**config.mk**
```make
export PLATFORM = sky130hd
export DESIGN_NAME = tracker_ctrl
export DESIGN_NICKNAME = d
export VERILOG_FILES = /design/src/rtl/tracker_ctrl.sv
export SDC_FILE = /design/constraint.sdc
export NUM_CORES = 1
export LEC_CHECK = 0
export CAP_MARGIN = 5
export CORE_UTILIZATION = 40
export DETAILED_ROUTE_END_ITERATION = 8
export GPL_ROUTABILITY_DRIVEN = 0
export MAX_ROUTING_LAYER = met4
export SKIP_LAST_GASP = 1
export SYNTH_ARGS = -nofsm -noshare
export SYNTH_HDL_FRONTEND = slang
export SYNTH_SLANG_ARGS = --single-unit
```
**constraint.sdc**
```tcl
create_clock -name clk -period 3.7 [get_ports clk]
set_input_delay 0.555 -clock clk [delete_from_list [all_inputs] [get_ports clk]]
set_output_delay 0.555 -clock clk [all_outputs]
set_load 0.01 [all_outputs]
```
**src/rtl/tracker_ctrl.sv**
```systemverilog
// Two-axis light tracker: samples four LDRs through a shared ADC handshake each update
// period and nudges the pan/tilt servo targets toward the brighter side.
module tracker_ctrl #(
  parameter int CLK_FREQ_HZ    = 50_000_000,
  parameter int UPDATE_MS      = 100,
  parameter int DEADBAND       = 64,
  parameter int STEP           = 2,
  parameter int TIMEOUT_CYCLES = 1000
) (
  input  logic        clk,
  input  logic        reset_n,
  input  logic        enable,
  output logic        adc_req,
  output logic [1:0]  adc_ch,
  input  logic        adc_ack,
  input  logic [11:0] adc_data,
  output logic [7:0]  pan_pos,
  output logic [7:0]  tilt_pos,
  output logic        busy,
  output logic        timeout_err
);

  localparam int UPDATE_CYCLES = (CLK_FREQ_HZ / 1000) * UPDATE_MS;
  localparam int TW = (UPDATE_CYCLES > 1) ? $clog2(UPDATE_CYCLES) : 1;
  localparam int OW = $clog2(TIMEOUT_CYCLES + 1);
  localparam logic [TW-1:0] TICK_LAST = TW'(UPDATE_CYCLES - 1);
  localparam logic [OW-1:0] TO_LAST = OW'(TIMEOUT_CYCLES - 1);
  localparam logic signed [13:0] DB_POS = 14'(DEADBAND);
  localparam logic signed [13:0] DB_NEG = 14'(-DEADBAND);
  localparam logic [8:0] STEP9 = 9'(STEP);
  localparam logic [7:0] CENTRE = 8'd127;

  typedef enum logic [2:0] {
    WAIT_TICK,
    REQ,
    WAIT_ACK,
    CALC,
    UPDATE
  } state_t;

  state_t state, state_next;

  logic [TW-1:0] tick_cnt;
  logic          tick;
  logic [1:0]    idx, idx_next;
  logic          gap, gap_next;
  logic [OW-1:0] to_cnt;
  logic          capture;
  logic          to_fire;
  logic          err_q;
  logic [11:0]   samples [4];
  logic signed [13:0] h_q, v_q;
  logic [12:0]   sum_left, sum_right, sum_top, sum_bottom;

  assign tick = (tick_cnt == TICK_LAST);

  always_ff @(posedge clk or negedge reset_n) begin
    if (!reset_n) begin
      tick_cnt <= '0;
    end else if (tick) begin
      tick_cnt <= '0;
    end else begin
      tick_cnt <= tick_cnt + TW'(1);
    end
  end

  always_ff @(posedge clk or negedge reset_n) begin
    if (!reset_n) begin
      state <= WAIT_TICK;
      idx   <= 2'd0;
      gap   <= 1'b0;
      err_q <= 1'b0;
    end else begin
      state <= state_next;
      idx   <= idx_next;
      gap   <= gap_next;
      err_q <= to_fire;
    end
  end

  // After each ack the request drops for one cycle (gap) so the ADC sees a
  // fresh rising request for the next channel.
  always_comb begin
    state_next = state;
    idx_next   = idx;
    gap_next   = 1'b0;
    capture    = 1'b0;
    to_fire    = 1'b0;
    adc_req    = 1'b0;
    case (state)
      WAIT_TICK: begin
        if (tick && enable) begin
          state_next = REQ;
          idx_next   = 2'd0;
        end
      end
      REQ: begin
        adc_req = !gap;
        if (!gap) state_next = WAIT_ACK;
      end
      WAIT_ACK: begin
        adc_req = 1'b1;
        if (adc_ack) begin
          capture = 1'b1;
          if (idx == 2'd3) begin
            state_next = CALC;
          end else begin
            state_next = REQ;
            idx_next   = idx + 2'd1;
            gap_next   = 1'b1;
          end
        end else if (to_cnt >= TO_LAST) begin
          state_next = WAIT_TICK;
          to_fire    = 1'b1;
        end
      end
      CALC:    state_next = UPDATE;
      UPDATE:  state_next = WAIT_TICK;
      default: state_next = WAIT_TICK;
    endcase
  end

  assign adc_ch      = adc_req ? idx : 2'd0;
  assign busy        = (state != WAIT_TICK);
  assign timeout_err = err_q;

  // Counts cycles since the request rose, so the abort lands TIMEOUT_CYCLES after it.
  always_ff @(posedge clk or negedge reset_n) begin
    if (!reset_n) begin
      to_cnt <= '0;
    end else if (adc_req) begin
      to_cnt <= to_cnt + OW'(1);
    end else begin
      to_cnt <= '0;
    end
  end

  always_ff @(posedge clk or negedge reset_n) begin
    if (!reset_n) begin
      for (int i = 0; i < 4; i++) samples[i] <= '0;
    end else if (capture) begin
      samples[idx] <= adc_data;
    end
  end

  assign sum_left   = {1'b0, samples[0]} + {1'b0, samples[2]};
  assign sum_right  = {1'b0, samples[1]} + {1'b0, samples[3]};
  assign sum_top    = {1'b0, samples[0]} + {1'b0, samples[1]};
  assign sum_bottom = {1'b0, samples[2]} + {1'b0, samples[3]};

  always_ff @(posedge clk or negedge reset_n) begin
    if (!reset_n) begin
      h_q <= '0;
      v_q <= '0;
    end else if (state == CALC) begin
      h_q <= $signed({1'b0, sum_left}) - $signed({1'b0, sum_right});
      v_q <= $signed({1'b0, sum_top}) - $signed({1'b0, sum_bottom});
    end
  end

  // Ninth bit of the sum/difference flags overflow past 255 or below 0.
  function automatic logic [7:0] step_pos(input logic [7:0] pos, input logic signed [13:0] diff);
    logic [8:0] up;
    logic [8:0] dn;
    up = {1'b0, pos} + STEP9;
    dn = {1'b0, pos} - STEP9;
    step_pos = pos;
    if (diff > DB_POS) begin
      step_pos = up[8] ? 8'd255 : up[7:0];
    end else if (diff < DB_NEG) begin
      step_pos = dn[8] ? 8'd0 : dn[7:0];
    end
  endfunction

  always_ff @(posedge clk or negedge reset_n) begin
    if (!reset_n) begin
      pan_pos  <= CENTRE;
      tilt_pos <= CENTRE;
    end else if (state == UPDATE) begin
      pan_pos  <= step_pos(pan_pos, h_q);
      tilt_pos <= step_pos(tilt_pos, v_q);
    end
  end

endmodule

```
==> key figures <==
Synth
  • Synth top area share: 0.3494
  • Syn Inst Count: 849
  • Yosys warns: 0
  • Area leader, netlist: dfrtp_1
  • Largest family of logic cells by synthesized area: adder cells
  • Post-Syn Nets: 951
  • Synthesized area: 8451 um^2
  • XOR/XNOR Fraction of Synth Area: 0.04871
  • Synth Area in Simple Gates: 0.1365
  • Number of enable flip-flop cells after synthesis: 0
  • Adder-cell share of the synthesized area: 0.1700
  • Area contributors post-synth: dfrtp_1 35%, fa_1 11%, mux2_2 6.3%, ha_1 5.6%, inv_1 4.8%
  • Syn Area/Cell: 9.954 um^2
  • Number of library cell types mapped by synthesis: 69
  • Post-synthesis register bit count: 132
  • Async SR Flop Fraction: 1.000
  • Most used DFF post-synth: dfrtp_1
  • Complex-gate fraction of the synthesized area: 0.1254
  • Post-synthesis mux area share: 0.06500
  • Seq/Total Area, Yosys: 0.3930

Die
  • Rows: 52
  • Initial core utilization: 0.4123
  • Die H: 147.4 um
  • Die area: 21710 um^2
  • Die width: 147.4 um
  • I/O pin cnt: 37
  • Core Footprint: 20490 um^2

Pwr
  • Switching power: 1.337 mW
  • Static leakage: 4.500 nW
  • Pwr per Cell Area: 447.9 nW/um^2
  • Comb pwr share: 0.240
  • Reg power frac: 0.362
  • Maximum VDD drop: 0.3536 mV
  • Sw frac: 0.3071
  • Power Internal: 3.018 mW
  • Clk pwr share: 0.399
  • Tot Pwr: 4.356 mW

Clocking
  • # clock sinks: 132
  • CTS root buf: clkbuf_16
  • Clock tree buffer depth: 2
  • Clock Pin Slew Worst Setup and Hold Paths: 0.06 ns
  • H-Tree Depth: 4
  • Clock Latency Late Sink: 0.43 ns
  • CTS tree: built
  • Total CTS buffers: 17

Global route
  • Initial antenna violation count: 0
  • GRT Total Usage: 0.1770
  • Grt ovf: 0
  • Largest net degree at the start of global routing: 88
  • First-pass GRT wire length: 29.55 mm
  • Vias in the first global route: 6030

Cells and area
  • Area Overhead vs Synth: 15.07%
  • Most frequent cells in the layout: 118 x dfrtp_1, 109 x inv_1, 79 x nand2_1
  • Ant diodes: 0
  • Commonest non-fill, non-tap cell in the layout: dfrtp_1
  • Layout cells sized above 1: 0.1310
  • Post-route cell area: 9724 um^2
  • # fillers: 1968
  • Fin nets: 990

Min path
  • HP Class: in -> async

Routing
  • DR DRC count: 0
  • ANT nets after route: 0
  • DR vias: 5920
  • Initial DRC Count: 254
  • Per-cell routed wire length: 14.35 um
  • Detailed Route WL: 16.81 mm
  • First-pass DRT Iterations: 5
  • Vias per cell: 5.056

Timing
  • Fin Clk Skew: 0.02451 ns
  • Fmax: 289.1 MHz
  • Final worst slack: 0.2415 ns
  • Fin Setup TNS: 0 ns
  • Final Max Tran Viols: 0
  • Final hold vios: 0
  • Max-slew headroom: 0.4457
  • Final min period: 3.459 ns
  • Worst-Margin Slew: 0.8315 ns
  • Tcrit/Tclk final: 0.9347
  • RSZ-0062 raised after global routing: true
  • Setup violators final: 0

Worst setup path
  • Kind of critical path: reg -> reg
  • Worst Path Max Fanout: 3
  • CP max stage delay: 0.54 ns
  • Worst path cell trace: inv_1, fa_1, inv_1, fa_1, inv_1, ha_1, fa_1, a211oi_2, o211ai_1, a41oi_1, a21oi_1, xnor2_1, o21ai_0
  • CP Capture Type: flip-flop
  • Critical path's slowest cell: fa_1
  • WP buf/inv: 3
  • Top delay family on crit path: adder cells
  • Startpoint Class: flip-flop
  • WP data required: 3.98 ns
  • Critical Path AT: 3.74 ns

Placement
  • # port buffers: 36
  • Detailed placement HPWL: 12.36 mm
  • Dpl ws: 0.1642 ns
  • Dpl cell area: 9100 um^2

Run
  • MaxCap Viol Count: 0

Status
  • Status: completed
## synth_stat cells (10+ instances only)
library cell  count
nand4_1          10
ha_1             38
a21oi_1          30
dfrtp_1         118
nand3_1          22
nor2_1           65
dfstp_2          14
clkbuf_1         19
o21ai_0          54
xnor2_1          21
nand2_1          79
fa_1             48
xor2_1           26
nor3_1           18
inv_1           109
mux2_2           47
a21o_1           13
## stage by stage
step	cells	hold WS (ns)	util
3_3_place_gp	1139	0.4542	0.4440
5_1_grt	1171	0.2555	0.4745
2_1_floorplan	849	0.2594	-
3_5_place_dp	1139	0.4618	0.4440
4_1_cts	1171	0.2250	0.4736
6_report	1171	0.2081	0.4745
## flip-flops by register name, summed over array words and instances, names as in the netlist
register and cells:
v_q 14, gap 1, idx 2, to_cnt 10
pan_pos 8, tilt_pos 8, timeout_err 1, h_q 14
tick_cnt 23, samples 48, state 3
## what timing repair did
action / CTS / global route
resized for setup: 0 / 3
hold buffers: 0 / 0
buffers inserted: 0 / 0
setup endpoints to repair: 0 / 3
## cells by family after synthesis
family	after synthesis
buffers and inverters	133
multiplexers	49
adder cells (fa/ha/maj)	86
XOR/XNOR	47
flip-flops	132
AND/OR/NAND/NOR	241
AO/OA/AOI/OAI	161
## power by group through the flow
stage          clock network [mW]  registers (mW)  logic [mW]
2_1_floorplan                   0            1.58       0.790
3_3_place_gp                    0            1.60        1.02
3_5_place_dp                    0            1.60        1.02
4_1_cts                      1.79            1.58        1.03
5_1_grt                      1.85            1.59        1.19
6_report                     1.74            1.58        1.04
## layer usage
layer	global-route usage	routed length (um)	up-vias
li1	-	-	2948
met1	0.2311	8187	2877
met2	0.2778	7980	80
met3	0.03012	466	15
met4	0.06186	174	0
met5	-	0	-
## cell type report
class                      count  area, um^2  area share
multi-input combinational    584        4628      0.4759
clock buffer                  18       429.2     0.04413
inverter                     109       409.1     0.04207
timing repair buffer          44       421.7     0.04336
sequential                   132        3321      0.3415
tap                          270       337.8     0.03474
clock inverter                14       177.7     0.01827
## path summary, 6_finish.rpt
path	start	cells after the start	slack, ns	end
min reg2reg	h_q[1]	2	0.47	h_q[1]
max reg2reg	samples[0]	13	0.24	h_q[12]
max in group asynchronous	reset_n	3	2.59	tick_cnt[13]
min	reset_n	1	0.21	h_q[13]
max	samples[0]	13	0.24	h_q[12]
min in group clk	h_q[1]	2	0.47	h_q[1]
Note: power is estimated with default switching activity, not from simulation.
